`config.mk`:
```
export PLATFORM = sky130hd
export DESIGN_NAME = sub64_iter
export DESIGN_NICKNAME = d
export VERILOG_FILES = /design/src/rtl/sub_pkg.sv /design/src/rtl/chunk_sub.sv /design/src/rtl/sub64_iter.sv
export SDC_FILE = /design/constraint.sdc
export NUM_CORES = 1
export LEC_CHECK = 0
export CORE_MARGIN = 10
export CORE_UTILIZATION = 50
export CTS_CLUSTER_DIAMETER = 80
export DETAILED_ROUTE_END_ITERATION = 8
export MAX_ROUTING_LAYER = met4
export PLACE_DENSITY = 0.86
export SETUP_SLACK_MARGIN = 0.3
export SYNTH_ARGS = -nofsm -noshare
export SYNTH_HDL_FRONTEND = slang
export SYNTH_SLANG_ARGS = --single-unit
```
`constraint.sdc`:
```
create_clock -name clock -period 21 [get_ports clock]
set_input_delay 2.1 -clock clock [delete_from_list [all_inputs] [get_ports clock]]
set_output_delay 2.1 -clock clock [all_outputs]
set_load 0.005 [all_outputs]
```
`src/rtl/sub_pkg.sv`:
```
// rtl/sub_pkg.sv - shared state encoding and chunk-count derivation for sub64_iter
package sub_pkg;

    typedef enum logic [1:0] {
        IDLE = 2'd0,
        CALC = 2'd1,
        DONE = 2'd2
    } state_t;

    function automatic int nchunk(input int width, input int chunk);
        return width / chunk;
    endfunction

    // A single-chunk configuration still needs a one-bit counter.
    function automatic int cnt_width(input int n);
        return (n > 1) ? $clog2(n) : 1;
    endfunction

endpackage

```
`src/rtl/chunk_sub.sv`:
```
// rtl/chunk_sub.sv - combinational CHUNK-bit ripple subtractor d = a - b - bin
module chunk_sub #(
    parameter int CHUNK = 16
) (
    input  logic [CHUNK-1:0] a,
    input  logic [CHUNK-1:0] b,
    input  logic             bin,
    output logic [CHUNK-1:0] d,
    output logic             bout
);

    always_comb begin
        logic br;
        br = bin;
        d  = '0;
        for (int i = 0; i < CHUNK; i++) begin
            d[i] = a[i] ^ b[i] ^ br;
            br   = (~a[i] & b[i]) | (~(a[i] ^ b[i]) & br);
        end
        bout = br;
    end

endmodule

```
`src/rtl/sub64_iter.sv`:
```
// rtl/sub64_iter.sv - multi-cycle subtractor, CHUNK bits per cycle LSB first
// Optional signed overflow output enabled by defining SUB_OVERFLOW_EN.
module sub64_iter
    import sub_pkg::*;
#(
    parameter int WIDTH = 64,
    parameter int CHUNK = 16
) (
    input  logic             clock,
    input  logic             reset,
    input  logic             start,
    input  logic [WIDTH-1:0] A,
    input  logic [WIDTH-1:0] B,
    input  logic             borrow_in,
    output logic             busy,
    output logic             done,
    output logic [WIDTH-1:0] D,
`ifdef SUB_OVERFLOW_EN
    output logic             overflow,
`endif
    output logic             borrow_out
);

    localparam int NCHUNK = nchunk(WIDTH, CHUNK);
    localparam int CW     = cnt_width(NCHUNK);
    localparam int IW     = (WIDTH > 1) ? $clog2(WIDTH) : 1;

    state_t           state, state_nxt;
    logic [CW-1:0]    cnt;
    logic [WIDTH-1:0] a_r, b_r;
    logic             borrow_r;
    logic [IW-1:0]    base;
    logic [CHUNK-1:0] d_chunk;
    logic             bout;
    logic             accept, last;

    assign accept = start && (state == IDLE || state == DONE);
    assign last   = (state == CALC) && (cnt == CW'(NCHUNK - 1));
    assign base   = IW'(cnt) * IW'(CHUNK);

    chunk_sub #(.CHUNK(CHUNK)) u_chunk_sub (
        .a    (a_r[base +: CHUNK]),
        .b    (b_r[base +: CHUNK]),
        .bin  (borrow_r),
        .d    (d_chunk),
        .bout (bout)
    );

    always_ff @(posedge clock or posedge reset) begin
        if (reset) state <= IDLE;
        else       state <= state_nxt;
    end

    always_comb begin
        state_nxt = state;
        case (state)
            IDLE:    if (start) state_nxt = CALC;
            CALC:    if (last)  state_nxt = DONE;
            DONE:    state_nxt = start ? CALC : IDLE;
            default: state_nxt = IDLE;
        endcase
    end

    always_comb begin
        busy = (state == CALC);
        done = (state == DONE);
    end

    always_ff @(posedge clock or posedge reset) begin
        if (reset) begin
            a_r        <= '0;
            b_r        <= '0;
            borrow_r   <= 1'b0;
            cnt        <= '0;
            D          <= '0;
            borrow_out <= 1'b0;
`ifdef SUB_OVERFLOW_EN
            overflow   <= 1'b0;
`endif
        end else if (accept) begin
            a_r        <= A;
            b_r        <= B;
            borrow_r   <= borrow_in;
            cnt        <= '0;
            D          <= '0;
            borrow_out <= 1'b0;
`ifdef SUB_OVERFLOW_EN
            overflow   <= 1'b0;
`endif
        end else if (state == CALC) begin
            D[base +: CHUNK] <= d_chunk;
            borrow_r         <= bout;
            cnt              <= last ? '0 : cnt + 1'b1;
            if (last) begin
                borrow_out <= bout;
`ifdef SUB_OVERFLOW_EN
                // d_chunk's top bit is the final sign bit of D.
                overflow   <= (a_r[WIDTH-1] != b_r[WIDTH-1]) &&
                              (d_chunk[CHUNK-1] != a_r[WIDTH-1]);
`endif
            end
        end
    end

endmodule

```
==> results of run 1 <==
-- worst max-delay path: stages, from the launching register on --
cell and delay (ps):
dfrtp_2 560, buf_4 550, mux4_2 570, inv_1 80
fa_1 160, inv_1 60, fa_1 480, fa_1 480
fa_1 460, fa_1 460, fa_1 460, fa_1 480
fa_1 460, fa_1 450, fa_1 470, fa_1 460
fa_1 470, fa_1 460, fa_1 460, fa_1 420
inv_1 90, fa_1 440, o41ai_1 310
-- where the power goes --
part | internal (µW) | switching, µW
Sequential | 539 | 103
Clock | 191 | 137
Combinational | 400 | 507
Total | 1130 | 747
-- layout make-up --
type                       count  area [µm²]
sequential                   198        4957
timing repair buffer         203        2019
clock inverter                10       130.1
clock buffer                  20       456.7
inverter                      24       97.59
tap                          225       281.5
fill                        1313        5839
multi-input combinational    559        3395
-- synth_stat cells (2+ instances only) --
library cell	count
nand2_1	402
dfrtp_1	198
a22o_1	48
mux4_2	32
inv_1	23
buf_2	21
nand3_1	18
clkbuf_1	16
fa_1	16
o21ai_0	16
buf_1	5
buf_4	5
ha_1	5
buf_6	4
nand3b_1	3
a21oi_1	2
a21oi_2	2
nor2b_1	2
o41ai_1	2
-- layout by cell type (no fill, tap or decap), types with 3 or more instances in the layout --
cell type / count
ha_1: 5
nand3_1: 18
nand3b_1: 3
mux4_2: 32
fa_1: 16
clkdlybuf4s50_1: 198
a22o_1: 48
buf_4: 5
o21ai_0: 16
inv_1: 22
bufinv_16: 3
clkbuf_16: 17
clkinv_2: 5
dfrtp_1: 196
nand2_1: 402
-- cells by family (layout without fill, tap and decap cells) --
| kind of cell | Yosys count | count (layout) | synth area share (%) |
|---|---|---|---|
| AND/OR/NAND/NOR | 434 | 434 | 19.64 |
| flip-flops | 198 | 198 | 57.01 |
| buffers and inverters | 75 | 257 | 4.103 |
| AO/OA/AOI/OAI | 72 | 72 | 6.551 |
| multiplexers | 32 | 32 | 8.293 |
| adder cells (fa/ha/maj) | 21 | 21 | 4.405 |
-- routing by layer --
metal	vias up	track usage, %	routed length, µm
li1	3051	-	-
met1	3295	26.63	10480
met2	256	34.81	12200
met3	33	5.137	1408
met4	0	5.548	367
met5	-	-	0
-- sequential cells by signal, summed over array words and instances, names as in the netlist --
| signal | flops |
|---|---|
| b_r | 64 |
| a_r | 64 |
| state | 2 |
| D | 64 |
| cnt | 2 |
| borrow_r | 1 |
| borrow_out | 1 |
-- worst paths after layout --
kind / start / end / slack, ps / cells after the start
worst max-delay path: cnt[0] / D[15] / 11560 / 22
max in group asynchronous: reset / b_r[0] / 17250 / 3
min in group asynchronous: reset / D[25] / 2200 / 2
worst max register to register: cnt[0] / D[15] / 11560 / 22
worst min-delay path: b_r[60] / b_r[60] / 470 / 2
worst min register to register: b_r[60] / b_r[60] / 470 / 2
-- stage by stage --
stage | worst slack [ps] | hold slack, ps | total power [µW]
floorplan | 12330 | 440.3 | 1216
global placement | 11640 | 452.0 | 1507
detailed placement | 11550 | 457.4 | 1545
CTS | 11500 | 473.3 | 1881
global route | 11110 | 489.2 | 2007
finish | 11560 | 470.9 | 1877
==> out/qor.csv, run 1 <==
stage;metric;value;unit
global_routing;track_usage;21.49;%
logic_synthesis;ys.flop_type;dfrtp_1;
logic_synthesis;synth_edf_count;0;
logic_synthesis;ys_seq_area_share;57.01;%
placement;dp.cells;1209;
drt;vias;6635;
timing;fmax;0.1060;GHz
logic_synthesis;syn_inst;832;
timing;tightest_slew;1093;ps
setup_path;worstPathArrival;9730;ps
clock_tree;htree_levels;4;
clock_tree;cts.sinks;198;
pwr;ir_drop;0.00009470;V
logic_synthesis;synth_seq_cells;198;
placement;portBuffers;198;
placement;dp_hpwl;17.70;mm
global_routing;grt_max_degree;116;
logic_synthesis;netlist_area;0.008691;mm²
timing;period_needed;9435;ps
clock_tree;hold_buffers;0;
clock_tree;cts_tree;built;
setup_path;endpoint_kind;register;
floorplan;initial_core_util;50.60;%
clock_tree;cts_buffer_depth;2;
timing;period_share;44.93;%
clock_tree;cts_resized;0;
logic_synthesis;synth_nets;985;
clock_tree;ctsRootBufferMaster;clkbuf_16;
floorplan;rows;48;
global_routing;grt-ovfl-total;0;
cells_and_area;final_layout_size_suffix_gt1_share;7.594;%
floorplan;core;0.01718;mm²
setup_path;required;21300;ps
cells_and_area;n_antenna_cell;0;
cells_and_area;final_cells;1239;
drt;wl_per_cell;19.73;µm
drt;route.detailed.drc;0;
run;cap_violations;0;
logic_synthesis;synth.avg_cell_area;10.45;µm²
floorplan;die_area;0.02306;mm²
logic_synthesis;synth_top_area_share;57.01;%
floorplan;dieHeight;151.8;µm
logic_synthesis;synth.largest_area_cell;dfrtp_1;
pwr;p_leak;0.005441;µW
timing;rsz0062_at_grt;false;
timing;setup_viol;0;
cells_and_area;area_delta_synth_final;30.45;%
floorplan;die_w;151.8;µm
pwr;power_density;165.6;mW/mm²
drt;drtIter0Drc;582;
floorplan;ios;199;
cells_and_area;post-route-util;66.00;%
worst_hold_path;min_path_type;register to register;
cells_and_area;final_area;0.01134;mm²
timing;relSlewSlack;26.88;%
setup_path;worstPathMaxFanout;33;
global_routing;antenna_found_initial;0;
clock_tree;clk_transition_reported_paths;70;ps
setup_path;worstSetupPathType;register to register;
drt;first_pass_iters;8;
logic_synthesis;async_reset_ff_share;100.0;%
drt;wirelength;24.45;mm
cells_and_area;num-nets-final;1156;
placement;gp_congestion;0.8321;
timing;hold_violations;0;
logic_synthesis;ys_warn_count;0;
drt;ant_nets;0;
timing;finalMaxSlewViolations;0;
clock_tree;clk_latency;430;ps
placement;placed_area;0.01075;mm²
logic_synthesis;ys_types;31;
global_routing;grt_pass1_wl;38.54;mm
timing;setup_tns;0;ps
drt;vias_per_cell;5.355;
timing;clock-skew-final;7.371;ps
clock_tree;cts_setup_buffers;0;
clock_tree;cts_buffers;17;
setup_path;cp-start-kind;register;
run_status;status;complete, no violations;
logic_synthesis;netlist_top_cells_area;dfrtp_1, nand2_1, mux4_2, a22o_1, fa_1;
global_routing;grt_pass1_vias;6969;
(Power assumes the default switching activity.)
==> inputs of run 2 (changes only) <==
Clock period 21 ns to 8.85 ns, I/O delays scaled along.
==> run 2 against run 1 <==
- non-clock buffer count increased by 4
- final cell count increased by 0.48%
- register-to-register slack got worse by 11000 ps
- clock-buffer cell count increased by 1
- flip-flop and latch count unchanged
- via count increased by 1.4%
- worst setup slack got worse by 11000 ps
- first-iteration DRC count increased by 20%
- sequential power increased by 130%
- global-route usage decreased by 0.12 points
- critical path type unchanged
==> out/qor.csv, run 2 (same netlist as run 1, synthesis figures left out) <==
stage;metric;value;unit;change
global_routing;grt_pass1_wl;38.47;mm;-0.20%
cells_and_area;fillers;1292;;-1.6%
setup_path;required;9170;ps;-12130 ps
timing;finalMaxSlewViolations;0;;unchanged
global_routing;track_usage;21.37;%;-0.12 points
worst_hold_path;min_path_type;register to register;;
drt;wl_per_cell;19.60;µm;-0.66%
clock_tree;cts_tree;built;;
placement;placed_area;0.01077;mm²;+0.21%
clock_tree;hold_buffers;0;;unchanged
timing;period_needed;8269;ps;-1166 ps
clock_tree;cts.sinks;198;;unchanged
timing;rsz0062_at_grt;false;;
drt;drtIter0Drc;697;;+20%
pwr;power_density;398.9;mW/mm²;+140%
clock_tree;htree_levels;4;;unchanged
floorplan;die_w;151.8;µm;unchanged
placement;gp_congestion;0.8504;;+2.2%
floorplan;dieHeight;151.8;µm;unchanged
drt;vias_per_cell;5.405;;+0.93%
clock_tree;ctsRootBufferMaster;clkbuf_16;;
global_routing;grt_pass1_vias;7028;;+0.85%
placement;dp_hpwl;17.92;mm;+1.2%
pwr;seq_power_share;33.0;%;-1.2 points
floorplan;ios;199;;unchanged
setup_path;cp-start-kind;register;;
drt;vias;6729;;+1.4%
setup_path;worstSetupPathType;register to register;;
placement;portBuffers;198;;unchanged
drt;route.detailed.drc;0;;unchanged
global_routing;grt-ovfl-total;0;;unchanged
timing;clock-skew-final;10.33;ps;+2.955 ps
pwr;p_switching;1814;µW;+140%
timing;tightest_slew;1091;ps;-2.782 ps
pwr;swShare;39.84;%;+0.057 points
floorplan;core;0.01718;mm²;unchanged
setup_path;worstPathArrival;8590;ps;-1140 ps
timing;hold_violations;0;;unchanged
timing;setup_viol;0;;unchanged
global_routing;antenna_found_initial;0;;unchanged
floorplan;die_area;0.02306;mm²;unchanged
pwr;clockPowerShare;17.7;%;+0.2 points
cells_and_area;final_layout_size_suffix_gt1_share;8.725;%;+1.1 points
drt;wirelength;24.41;mm;-0.18%
pwr;p_leak;0.005475;µW;+0.63%
timing;period_share;93.43;%;+49 points
cells_and_area;area_delta_synth_final;31.37;%;
placement;preCtsSetupSlack;142.8;ps;-11410 ps
drt;first_pass_iters;5;;-3
drt;ant_nets;0;;unchanged
setup_path;worstPathMaxFanout;2;;-94%
cells_and_area;final_area;0.01142;mm²;+0.71%
run_status;status;complete, no violations;;
global_routing;grt_max_degree;130;;+12%
run;cap_violations;0;;unchanged
timing;fmax;0.1209;GHz;+14%
cells_and_area;n_antenna_cell;0;;unchanged
pwr;p_int;2740;µW;+140%
setup_path;endpoint_kind;register;;
cells_and_area;mostFrequentLayoutCell;nand2_1;;
timing;relSlewSlack;27.07;%;+0.19 points
clock_tree;clk_latency;440;ps;about the same
floorplan;initial_core_util;50.60;%;unchanged
pwr;p_comb_share;49.3;%;+1.0 points
clock_tree;cts_buffers;17;;unchanged
cells_and_area;final_cell_mix;nand2_1, clkdlybuf4s50_1, dfrtp_1, a22o_1, mux4_2;;
timing;setup_tns;0;ps;unchanged
pwr;ir_drop;0.0003101;V;+230%
clock_tree;clk_transition_reported_paths;70;ps;about the same
floorplan;rows;48;;unchanged
cells_and_area;reg_top3;D x64, a_r x64, b_r x64;;
cells_and_area;num-nets-final;1160;;+0.35%
timing;fin_ws;581.1;ps;-10980 ps
clock_tree;cts_buffer_depth;2;;unchanged
==> run 2: area by class of cell <==
class / count / area (µm²) / share of cell area (%)
Tap cell: 225 / 281.5 / 2.466
Clock inverter: 11 / 146.4 / 1.282
Sequential cell: 198 / 4957 / 43.42
Inverter: 24 / 97.59 / 0.8548
Multi-Input combinational cell: 559 / 3415 / 29.91
Clock buffer: 21 / 470.5 / 4.121
Timing Repair Buffer: 207 / 2049 / 17.95
==> run 2: stage by stage <==
stage	instances	power [µW]	hold slack (ps)	util [%]
finish	1245	4554	468.8	66.47
global route	1245	4851	493.4	66.47
CTS	1245	4525	474.5	66.37
detailed placement	1212	3697	458.1	62.72
global placement	1212	3597	452.5	62.72
floorplan	832	2889	440.3	-
==> run 2: power groups by stage <==
stage | clock network [µW] | logic (µW) | registers [µW]
finish | 805 | 2240 | 1500
global route | 844 | 2460 | 1540
CTS | 811 | 2210 | 1500
detailed placement | 0 | 2180 | 1510
global placement | 0 | 2110 | 1490
floorplan | 0 | 1440 | 1450
==> run 2: worst paths after layout <==
check,startpoint,end,slack [ps],cells past startpoint
min in group asynchronous,reset,D[25],1000,2
hold reg to reg,a_r[61],a_r[61],470,2
setup reg to reg,cnt[0],D[15],580,21
setup / recovery,cnt[0],D[15],580,21
hold / removal,a_r[61],a_r[61],470,2
max in group asynchronous,reset,b_r[21],6460,3
==> run 2: what timing repair did <==
item	CTS	global route
endpoints found under the setup margin	4	4
cloned	0	0
hold endpoints to repair	0	0
setup buffers	1	0
gates resized for setup	1	5
==> run 2: worst max-delay path: stages, from the launching register on <==
cell	delay [ps]
dfrtp_2	380
mux4_2	500
inv_1	80
fa_1	160
inv_1	60
fa_1	460
fa_1	460
fa_1	460
fa_1	460
fa_2	410
fa_1	470
fa_2	410
fa_1	460
fa_1	460
fa_1	470
fa_2	420
fa_2	410
fa_2	400
fa_1	420
inv_1	80
fa_1	440
o41ai_2	270
==> run 2: per-layer routing <==
layer  track usage (%)  wire length [µm]
met1             26.67             10130
met2             33.73             12030
met3             4.657              1593
met4             7.795               661
met5                 -                 0
